===== src/rtl/ecc_scrubber.sv =====
// ecc_scrubber: background memory scrubber for SECDED-protected storage.
//
// Periodically reads every word in [0, DEPTH-1], passes the codeword to an
// external combinational decoder, counts corrected and uncorrectable errors,
// and (optionally) writes the re-encoded codeword back on a single-bit error.
//
// Build option:
//   ECC_SCRUB_WRITEBACK_EN  defined   -> single-bit errors are written back via WR_REQ.
//                           undefined -> single-bit errors are only counted; no writes
//                                        are ever issued (mem_we_o/mem_wdata_o tied 0).
//
// Ports:
//   clk_i, rst_ni             clock (rising edge), asynchronous active-low reset
//   en_i                      scrub enable
//   start_i                   skip the rest of the idle interval and read now
//   clr_i                     clear error counters, last-db address and irq
//   mem_req_o/we_o/addr_o/wdata_o, mem_gnt_i, mem_rvalid_i, mem_rdata_i
//                             request/grant memory port, read data returns later
//   dec_cw_o                  captured codeword to the external decoder
//   dec_sb_err_i/db_err_i     decoder error flags, sampled in CHECK
//   enc_cw_i                  corrected, re-encoded codeword from the encoder
//   sb_cnt_o/db_cnt_o         saturating corrected/uncorrectable error counts
//   db_addr_o, db_irq_o       address of last uncorrectable error, sticky flag
//   busy_o                    scrubber not idle
//   sweep_done_o              one-cycle pulse when the last word is retired
module ecc_scrubber #(
  parameter int unsigned AW       = 10,
  parameter int unsigned DEPTH    = 1024,
  parameter int unsigned CW       = 13,
  parameter int unsigned INTERVAL = 256,
  parameter int unsigned CNT_W    = 16
) (
  input  logic             clk_i,
  input  logic             rst_ni,
  input  logic             en_i,
  input  logic             start_i,
  input  logic             clr_i,
  output logic             mem_req_o,
  output logic             mem_we_o,
  output logic [AW-1:0]    mem_addr_o,
  output logic [CW-1:0]    mem_wdata_o,
  input  logic             mem_gnt_i,
  input  logic             mem_rvalid_i,
  input  logic [CW-1:0]    mem_rdata_i,
  output logic [CW-1:0]    dec_cw_o,
  input  logic             dec_sb_err_i,
  input  logic             dec_db_err_i,
  input  logic [CW-1:0]    enc_cw_i,
  output logic [CNT_W-1:0] sb_cnt_o,
  output logic [CNT_W-1:0] db_cnt_o,
  output logic [AW-1:0]    db_addr_o,
  output logic             db_irq_o,
  output logic             busy_o,
  output logic             sweep_done_o
);

  localparam int unsigned TW = (INTERVAL > 1) ? $clog2(INTERVAL) : 1;
  localparam logic [TW-1:0] TimerLoad = TW'(INTERVAL - 1);
  localparam logic [AW-1:0] LastAddr = AW'(DEPTH - 1);
  localparam logic [CNT_W-1:0] CntMax = {CNT_W{1'b1}};

`ifdef ECC_SCRUB_WRITEBACK_EN
  typedef enum logic [2:0] {
    StIdle,
    StWait,
    StRdReq,
    StRdWait,
    StCheck,
    StWrReq
  } state_e;
`else
  typedef enum logic [2:0] {
    StIdle,
    StWait,
    StRdReq,
    StRdWait,
    StCheck
  } state_e;
`endif

  state_e           state_q, state_d;
  logic [TW-1:0]    timer_q, timer_d;
  logic [AW-1:0]    addr_q, addr_d;
  logic [CW-1:0]    cw_q, cw_d;
  logic [CNT_W-1:0] sb_cnt_q, sb_cnt_d;
  logic [CNT_W-1:0] db_cnt_q, db_cnt_d;
  logic [AW-1:0]    db_addr_q, db_addr_d;
  logic             db_irq_q, db_irq_d;
  logic             advance;

`ifdef ECC_SCRUB_WRITEBACK_EN
  logic [CW-1:0]    wdata_q, wdata_d;
`else
  // Encoder output has no consumer when writeback is compiled out.
  logic             unused_enc;
  assign unused_enc = ^enc_cw_i;
`endif

  always_comb begin
    state_d   = state_q;
    timer_d   = timer_q;
    addr_d    = addr_q;
    cw_d      = cw_q;
    sb_cnt_d  = sb_cnt_q;
    db_cnt_d  = db_cnt_q;
    db_addr_d = db_addr_q;
    db_irq_d  = db_irq_q;
    advance   = 1'b0;
`ifdef ECC_SCRUB_WRITEBACK_EN
    wdata_d   = wdata_q;
`endif

    unique case (state_q)
      StIdle: begin
        if (en_i) begin
          state_d = StWait;
          timer_d = TimerLoad;
        end
      end

      StWait: begin
        if (timer_q != '0) begin
          timer_d = timer_q - TW'(1);
        end
        // Disable wins so software can always park the scrubber between words.
        if (!en_i) begin
          state_d = StIdle;
        end else if ((timer_q == '0) || start_i) begin
          state_d = StRdReq;
        end
      end

      // Request stays up until granted, regardless of en_i.
      StRdReq: begin
        if (mem_gnt_i) begin
          state_d = StRdWait;
        end
      end

      StRdWait: begin
        if (mem_rvalid_i) begin
          cw_d    = mem_rdata_i;
          state_d = StCheck;
        end
      end

      StCheck: begin
        if (dec_db_err_i) begin
          if (db_cnt_q != CntMax) begin
            db_cnt_d = db_cnt_q + CNT_W'(1);
          end
          db_addr_d = addr_q;
          db_irq_d  = 1'b1;
          advance   = 1'b1;
        end else if (dec_sb_err_i) begin
          if (sb_cnt_q != CntMax) begin
            sb_cnt_d = sb_cnt_q + CNT_W'(1);
          end
`ifdef ECC_SCRUB_WRITEBACK_EN
          wdata_d = enc_cw_i;
          state_d = StWrReq;
`else
          advance = 1'b1;
`endif
        end else begin
          advance = 1'b1;
        end
      end

`ifdef ECC_SCRUB_WRITEBACK_EN
      StWrReq: begin
        if (mem_gnt_i) begin
          advance = 1'b1;
        end
      end
`endif

      default: begin
        state_d = StIdle;
      end
    endcase

    // Retire the current word: step the address and re-arm or park.
    if (advance) begin
      if (addr_q == LastAddr) begin
        addr_d = '0;
      end else begin
        addr_d = addr_q + AW'(1);
      end
      if (en_i) begin
        state_d = StWait;
        timer_d = TimerLoad;
      end else begin
        state_d = StIdle;
      end
    end

    // Clear has priority over any increment or flag set in the same cycle.
    if (clr_i) begin
      sb_cnt_d  = '0;
      db_cnt_d  = '0;
      db_addr_d = '0;
      db_irq_d  = 1'b0;
    end
  end

  always_ff @(posedge clk_i or negedge rst_ni) begin
    if (!rst_ni) begin
      state_q   <= StIdle;
      timer_q   <= '0;
      addr_q    <= '0;
      cw_q      <= '0;
      sb_cnt_q  <= '0;
      db_cnt_q  <= '0;
      db_addr_q <= '0;
      db_irq_q  <= 1'b0;
    end else begin
      state_q   <= state_d;
      timer_q   <= timer_d;
      addr_q    <= addr_d;
      cw_q      <= cw_d;
      sb_cnt_q  <= sb_cnt_d;
      db_cnt_q  <= db_cnt_d;
      db_addr_q <= db_addr_d;
      db_irq_q  <= db_irq_d;
    end
  end

`ifdef ECC_SCRUB_WRITEBACK_EN
  always_ff @(posedge clk_i or negedge rst_ni) begin
    if (!rst_ni) begin
      wdata_q <= '0;
    end else begin
      wdata_q <= wdata_d;
    end
  end

  assign mem_req_o   = (state_q == StRdReq) || (state_q == StWrReq);
  assign mem_we_o    = (state_q == StWrReq);
  assign mem_wdata_o = wdata_q;
`else
  assign mem_req_o   = (state_q == StRdReq);
  assign mem_we_o    = 1'b0;
  assign mem_wdata_o = '0;
`endif

  assign mem_addr_o   = addr_q;
  assign dec_cw_o     = cw_q;
  assign sb_cnt_o     = sb_cnt_q;
  assign db_cnt_o     = db_cnt_q;
  assign db_addr_o    = db_addr_q;
  assign db_irq_o     = db_irq_q;
  assign busy_o       = (state_q != StIdle);
  assign sweep_done_o = advance && (addr_q == LastAddr);

endmodule


===== config.mk =====
export PLATFORM = sky130hd
export DESIGN_NAME = ecc_scrubber
export DESIGN_NICKNAME = d
export VERILOG_FILES = /design/src/rtl/ecc_scrubber.sv
export SDC_FILE = /design/constraint.sdc
export NUM_CORES = 1
export LEC_CHECK = 0
export BUFFER_PORTS_ARGS = -buffer_cell sky130_fd_sc_hd__buf_4
export CAP_MARGIN = 15
export CORE_MARGIN = 8
export CORE_UTILIZATION = 43
export DETAILED_ROUTE_END_ITERATION = 8
export PLACE_DENSITY = 0.78
export SLEW_MARGIN = 20
export SYNTH_ARGS = -nofsm -noshare
export SYNTH_HDL_FRONTEND = slang
export SYNTH_SLANG_ARGS = --single-unit
export TNS_END_PERCENT = 50

===== constraint.sdc =====
create_clock -name clk_i -period 3.7 [get_ports clk_i]
set_input_delay 0.74 -clock clk_i [delete_from_list [all_inputs] [get_ports clk_i]]
set_output_delay 0.74 -clock clk_i [all_outputs]
set_load 0.02 [all_outputs]

==> out/results.ini <==
[clocking]
cts_max_level=3
insertion_delay_ps=340
ctsHoldBuffers=0
cts_tree=done
clk_transition_reported_paths_ps=70
cts-root-buf=clkbuf_8
cts_resized=0
postCtsSetupBuffers=0
cts_max_path_buffers=2
cts-buffers-inserted=9
cts_sinks=77

[yosys]
synth_cells=421
ys_warn_count=0
ys_ff_latch=77
ys_seq_area_frac=0.472
async_reset_ff_frac=1.00
synthFlopType=dfrtp_1
syn_area_sq_um=4080
synth_edf_count=0
yosysUniqueCellTypes=55
avgSynthCellArea_sq_um=9.70

[floorplan]
die_height_um=113
fp-row-count=35
start_util=0.442
die_w_um=113
core_area_sq_um=9240
io_pins=118
die_area_sq_um=12900

[detailed_routing]
via_per_inst=5.38
wirelength_mm=9.97
drt_first_pass_iters=4
drc=0
drt_iter0_drc=148
ant_nets=0
avgRoutedWirePerCell_um=15.7
via_count=3429

[cells_and_area]
drive_gt1_frac=0.272
multi_input_area_sq_um=1960
regArea_sq_um=1930
num_antenna_cells=0
layout_commonest_cell=buf_4
fill_cells=820
areaGrowthSynthToFinish_pct=22.3
nets=543
final_cell_mix=92 x buf_4, 77 x dfrtp_1, 43 x nand2_1
final_util=0.541

[grt]
grt_overflow=0
grt.met1_usage=0.186
grt_max_degree=78
use_met2=0.252
grt_pass1_wl_mm=16.7
top_usage_layer=met2
grt_pass1_vias=3480
met3_usage=0.0618
antenna_found_initial=0
track_usage=0.156

[critical_path]
crit_type=flop to output port
cp-end-kind=output port
arrival_ps=2100
reg2reg_slack_ps=1200
worstPathRequired_ps=2960
critPathMaxFanout=13
cp-start-kind=flop

[placed_design]
gp_congestion=0.823
portBuffers=90
dp_hpwl_mm=7.16

[timing]
period_share=0.768
fmax_ghz=0.352
min_period_ps=2840
worst_pin_slew_ps=980
setup_tns_ps=0
setup_violations=0
finalHoldViolCount=0
maxSlewViolCount=0
relSlewSlack=0.347
fin_skew_ps=8.70
rsz0062_at_grt=no

[hold_path]
min_path_type=flop to flop

[pwr]
p_per_area_nw_per_um2=495
p_leak_nw=2.14
ir_drop_v=0.000336

[run_status]
status=complete, no violations

[job]
cap_violations=0

[cell families after synthesis]
family          count (synthesis)  synth area share
compound gates                 80             0.131
xor+xnor                        8            0.0172
fa+ha+maj                       5            0.0153
buf+inv                        44            0.0610
flops                          77             0.472
mux                            27            0.0732
other cells                     1          0.000918
simple gates                  179             0.230
[sequential cells by signal, summed over array words and instances (netlist names)]
register,flops
db_irq_o,1
db_addr_o,10
sb_cnt_o,16
timer_q,8
dec_cw_o,13
mem_addr_o,10
state_q,3
db_cnt_o,16
[per-layer routing]
layer	share of wire	routed length (um)
met3	0.093	926
met1	0.42	4240
met4	0.010	102
met5	0	0
met2	0.47	4710
[cell usage after synthesis (5+ instances only)]
master / n / area [sq um]
nand4_1: 11 / 68.8
clkbuf_1: 12 / 45.0
a211o_1: 6 / 52.6
nor3_1: 13 / 65.1
nor4_1: 9 / 56.3
nand3_1: 16 / 80.1
nor2b_1: 12 / 75.1
or4_1: 11 / 82.6
buf_4: 14 / 105
o21ai_0: 9 / 45.0
a21oi_1: 31 / 155
o31ai_1: 11 / 82.6
nand2_1: 43 / 161
inv_1: 10 / 37.5
nor2_1: 35 / 131
nand2b_1: 5 / 31.3
mux2_2: 23 / 259
ha_1: 5 / 62.6
dfrtp_1: 77 / 1930
xnor2_1: 7 / 61.3
[final timing paths]
kind | start | to | depth (start not counted)
worst max-delay path | state_q[0] | sweep_done_o | 4
worst min-delay path | timer_q[0] | timer_q[0] | 1
worst max register to register | state_q[0] | sb_cnt_o[11] | 4
worst min register to register | timer_q[0] | timer_q[0] | 1
max in group asynchronous | rst_ni | mem_addr_o[0] | 1
min in group asynchronous | rst_ni | timer_q[7] | 1
[area by class of cell]
type / instances / share of cell area
multi-input cells: 313 / 0.393
clock inverters: 6 / 0.0175
repair buffers: 92 / 0.138
well taps: 129 / 0.0323
flip-flops and latches: 77 / 0.386
inverters: 10 / 0.00752
clock buffers: 10 / 0.0256
[critical path, stage by stage (launching register included)]
cell and delay (ps):
dfrtp_1 510, nor3b_1 500, nand3_1 210, nor2_1 330
buf_4 210
[report_power, final]
| group | total, mW | switching [mW] | internal [mW] | leakage, nW |
|---|---|---|---|---|
| Combinational | 0.689 | 0.367 | 0.322 | 1.03 |
| Clock | 0.698 | 0.318 | 0.381 | 0.110 |
| Sequential | 1.08 | 0.120 | 0.965 | 1.01 |
| Total | 2.47 | 0.804 | 1.67 | 2.14 |
[stage by stage]
stage	hold WS [ps]	instance area [sq um]	worst slack (ps)	cells	total power, mW
final	506	4990	858	637	2.47
after global routing	519	4990	731	637	2.62
after CTS	510	4990	862	637	2.51
after detailed placement	491	4780	1010	621	1.80
after global placement	486	4780	1030	621	1.77
after floorplan	444	4130	1470	434	1.54
Note: power is estimated with default switching activity, not from simulation.
